### src/rtl/skolem_vec_gen.sv
// rtl/skolem_vec_gen.sv - input-assignment counter with per-vector settle delay
module skolem_vec_gen #(
  parameter int N_IN          = 6,
  parameter int SETTLE_CYCLES = 1
) (
  input  logic            clk,
  input  logic            rst_n,
  input  logic            load,
  input  logic            clear_x,
  input  logic            run,
  input  logic            advance,
  output logic [N_IN-1:0] x_o,
  output logic            vec_last,
  output logic            eval_en
);

  localparam logic [3:0] SETTLE_RELOAD = 4'(SETTLE_CYCLES - 1);

  logic [3:0] settle_cnt;

  always_ff @(posedge clk or negedge rst_n) begin
    if (!rst_n) begin
      x_o        <= '0;
      settle_cnt <= '0;
    end else if (clear_x) begin
      x_o <= '0;
    end else if (load) begin
      x_o        <= '0;
      settle_cnt <= SETTLE_RELOAD;
    end else if (run) begin
      if (settle_cnt != 4'd0) begin
        settle_cnt <= settle_cnt - 4'd1;
      end else if (advance) begin
        x_o        <= x_o + N_IN'(1);
        settle_cnt <= SETTLE_RELOAD;
      end
    end
  end

  assign eval_en  = run && (settle_cnt == 4'd0);
  assign vec_last = &x_o;

endmodule

### config.mk
export PLATFORM = sky130hd
export DESIGN_NAME = skolem_vec_gen
export DESIGN_NICKNAME = d
export VERILOG_FILES = /design/src/rtl/skolem_vec_gen.sv
export SDC_FILE = /design/constraint.sdc
export NUM_CORES = 1
export LEC_CHECK = 0
export BUFFER_PORTS_ARGS = -buffer_cell sky130_fd_sc_hd__clkbuf_2
export CORE_AREA = 2 2 39 41
export CTS_BUF_LIST = sky130_fd_sc_hd__clkbuf_4 sky130_fd_sc_hd__clkbuf_8 sky130_fd_sc_hd__clkbuf_16
export CTS_CLUSTER_SIZE = 8
export DETAILED_ROUTE_END_ITERATION = 10
export DIE_AREA = 0 0 41 43
export PLACE_DENSITY = 0.67
export SLEW_MARGIN = 25
export SYNTH_ARGS = -nofsm -noshare
export SYNTH_HDL_FRONTEND = slang
export SYNTH_SLANG_ARGS = --single-unit
### constraint.sdc
create_clock -name clk -period 3.8 [get_ports clk]
set_clock_uncertainty 0.05 [all_clocks]
set_input_delay 0 -clock clk [delete_from_list [all_inputs] [get_ports clk]]
set_output_delay 0 -clock clk [all_outputs]
set_load 0.1 [all_outputs]
# --- Yosys cells after proc, flatten, opt, wreduce, memory -nomap -nowiden ---
# Cells that the tools add are included.
classes:
  n_addsub: 2
  mul: 0
  div_mod_pow: 0
  magnitude_cmp: 0
  n_eq_ne: 1
  shift: 0
  muxes: 9
  bitwise_logic: 1
  reduce_logical: 10
ops:
  columns: ["operator", "count"]
  rows:
  - ["two-way mux 6 bit", 5]
  - ["two-way mux 4 bit", 4]
  - ["nonzero test 3 bit", 3]
  - ["adder 6 x 1 -> 6 bit (second input constant)", 1]
  - ["AND reduction 3 bit", 2]
  - ["AND reduction 6 bit", 1]
  - ["logical NOT 4 bit", 1]
  - ["nonzero test 4 bit", 1]
  - ["subtractor 4 x 1 -> 4 bit (second input constant)", 1]
  - ["inequality test 3 bit (second input constant)", 1]
  - ["nonzero test 2 bit", 1]
  - ["logical AND 1 bit", 1]
  - ["NOT 1 bit", 1]
totals:
  reg_bits: 10
  latchBits: 0
  ramBits: 0
  rom_bits: 0
  inputBits: 6
  wordCells: 25
  n_memories: 0

# --- Longest topological paths before layout ---
logic_depth:
  word_depth: 6
  ltp_mapped: 7
  ltp_nobuf: 6

# --- Worst setup path before layout ---
# OpenSTA, ideal clock, no wires.
synth_path:
  path_kind: "register -> output"
  start: "register x_o[0]"
  end: "output port vec_last"
  arrival_time_ps: 2664
  required_ps: 3750
  setup_slack_ps: 1086
  path_stages_with_launch: 4
  path_buffers: 0
  cell_sequence: "dfrtp_1 > ha_1 > nand3_1 > nor2_1"
synth_between:
  elab_chain_cells: 1
synth_rtl:
  columns: ["item", "line", "rtl"]
  rows:
  - ["from (decl)", "12", "output logic [N_IN-1:0] x_o,"]
  - ["from (signal assigned)", "34", "x_o <= x_o + N_IN'(1);"]
  - ["AND reduction 6 bit", "41", "assign vec_last = &x_o;"]
  - ["to (decl)", "13", "output logic vec_last,"]
# Every way passes these cells.

# --- Worst setup path after layout ---
layout_path:
  start: "register settle_cnt[0]"
  end: "output port eval_en"
layout_between:
  elab_chain_cells: 2
layout_rtl:
  columns: ["item", "line", "rtl"]
  rows:
  - ["from (decl)", "19", "logic [3:0] settle_cnt;"]
  - ["from (signal assigned)", "32", "settle_cnt <= settle_cnt - 4'd1;"]
  - ["logical NOT 4 bit", "40", "assign eval_en = run && (settle_cnt == 4'd0);"]
  - ["logical AND 1 bit", "40", null]
  - ["to (decl)", "14", "output logic eval_en"]
# Every way passes these cells.

==> qor.csv <==
metric;value;unit
status;completed;
clock.fmax;499;MHz
die_w;41;um
routed_wl;1.20;mm
crit_fanout;12;
synthMuxAreaShare;1.74;%
reg2reg_from;settle_cnt[0];
synthXorXnorAreaFrac;0;%
drive_above_1_share;24.4;%
fill_cells;149;
power.total;0.419;mW
layout_common_cells;clkbuf_2 (13), dfrtp_1 (10), inv_1 (7), a21oi_1 (7), nor2_1 (4);
syn-num-nets;73;
synth_compound_area_share;18.9;%
cp.arrival;1.95;ns
dp_cells;91;
tightest_slew;0.546;ns
r2r_cells;5;
clock_path_buffers;2;
crit_buf_inv;3;
crit_slowest_cell;clkbuf_2;
io_buffers;13;
final_common_cell;clkbuf_2;
min_delay_path_depth;3;
ir_drop;308;uV
postRouteAntennaNets;0;
finalHoldViolations;0;
yosysWarnings;0;
fin_crit;2.00;ns
mappedNetlistArea;576;um^2
syn_inst;64;
grt_pass1_wl;2.02;mm
antenna_found_initial;0;
die_area;1760;um^2
ys_types;23;
core_area;1380;um^2
initial_core_util;41.6;%
syn2layout_area_growth;24.8;%
crit_family;buffers and inverters;
worstSetupStartpoint;settle_cnt[0];
grt_pass1_vias;480;
grt_max_degree;13;
syn_area_per_cell;8.99;um^2
drtIter0Drc;9;
cpPeakStageDelay;0.47;ns
htreeDepth;1;
grt_util_all_layers;17.2;%
slew-limit-headroom;63.7;%
power.density;584;nW/um^2
grt_overflow_total;0;
final_nets;92;
numCtsBuffers;3;
synthAdderAreaFrac;6.52;%
path_class;register to primary output;
period_share;52.7;%
viasPerCell;5.52;
insertion_delay;0.27;ns
hold_start;clear_x;
crit_cells;5;
synth_top_family_by_area;simple AND/OR/NAND/NOR gates;
max-cap-violations;0;
setup_viol;0;
synthSimpleGateAreaFrac;23.3;%
crit_path_frequent_cell;inv_1;
postCtsSetupBuffers;0;
rsz0062_at_grt;false;
drc;0;
startpoint_type;register;
cts-root-buf;clkbuf_4;
via_count;541;
first_pass_iters;4;
io_pins;14;
cts_num_sinks;10;
stdcell_count;98;
cp_cell_sequence;inv_1 > ha_1 > nand4bb_1 > inv_1 > clkbuf_2;
dieHeight;43;um
power.leakage;0.336;nW
fp-row-count;14;
gp_congestion;0.804;
report.final.slew_viol_count;0;
cp_data_required_time;3.75;ns
synth_seq_cells;10;
cts_tree;built;
tns;0;ns
antenna_cells;0;
hold_class;input pin to register;
clk_pin_slew;0.07;ns
post_drt_wl_per_cell;12.2;um
post_cts_resized;0;
worst_setup_path_end_kind;primary output;
seq_area_frac_synth;43.5;%
==> path summary, 6_finish.rpt <==
check / end / slack (ns)
setup / recovery: eval_en / 1.80
hold / removal: x_o[4] / 0.05
setup reg to reg: x_o[5] / 1.89
hold reg to reg: x_o[5] / 0.52
max in group asynchronous: x_o[1] / 3.43
min in group asynchronous: settle_cnt[2] / 0.07
==> sequential cells by signal, indices dropped and copies added, names as in the netlist <==
name,flops
settle_cnt,4
x_o,6
==> report_power, final <==
group	switching, mW	internal (mW)	total (mW)
Clock	0.0375	0.0582	0.0957
Combinational	0.121	0.0609	0.182
Sequential	0.0165	0.125	0.142
Total	0.175	0.244	0.419
==> synthesized netlist by cell type <==
library cell	number	area, um^2
dfrtp_1	10	250
a21oi_1	7	35.0
inv_1	7	26.3
nor2_1	4	15.0
ha_1	3	37.5
nand2_1	3	11.3
nand3_1	3	15.0
nand4_1	3	18.8
o21ai_0	3	15.0
o31ai_1	3	22.5
or3_1	3	18.8
or4_1	3	22.5
or2_2	2	12.5
a311oi_1	1	8.76
a31oi_1	1	6.26
buf_1	1	3.75
buf_2	1	5.00
mux2i_1	1	10.0
nand4bb_1	1	11.3
o211ai_1	1	7.51
o21bai_1	1	7.51
o22ai_1	1	6.26
or3b_2	1	8.76
==> metal layers <==
metal,global-route usage [%],wire length (um),up-vias
met4,12.0,24,0
met5,0,0,-
li1,-,-,270
met2,25.0,568,13
met1,21.7,556,254
met3,3.14,50,4
==> final cells by class <==
| cell class | instances | area, um^2 | area share (%) |
|---|---|---|---|
| multi-input combinational | 45 | 290 | 40.4 |
| inverter | 7 | 26.3 | 3.66 |
| tap | 16 | 20.0 | 2.79 |
| clock buffer | 4 | 36.3 | 5.05 |
| timing repair buffer | 16 | 95.1 | 13.2 |
| sequential | 10 | 250 | 34.8 |
==> through the flow <==
step	utilization (%)	setup slack (ns)	cell area, um^2	hold slack, ns
2_1_floorplan	-	1.09	576	-0.346
3_3_place_gp	47.1	1.99	652	-0.168
3_5_place_dp	47.1	1.92	652	-0.170
4_1_cts	51.9	1.80	718	0.0395
5_1_grt	51.9	1.66	718	0.0661
6_report	51.9	1.80	718	0.0454
==> cell families (layout without fill, tap and decap cells) <==
| logic type | count (synthesis) | after routing |
|---|---|---|
| buf+inv | 9 | 27 |
| fa+ha+maj | 3 | 3 |
| simple gates | 23 | 23 |
| mux | 1 | 1 |
| flops | 10 | 10 |
| compound gates | 18 | 18 |
==> worst reg2reg max path, stage by stage (launching register included) <==
cell	delay (ns)
dfrtp_1	0.37
inv_1	0.11
ha_1	0.20
nand4bb_1	0.35
or4_1	0.61
a21oi_1	0.15
==> timing repair <==
item | 4_1_cts | 5_1_grt
hold endpoints to repair | 12 | 0
hold buffers | 3 | 0
endpoints found under the setup margin | 0 | 0
Note: power is estimated with default switching activity, not from simulation.
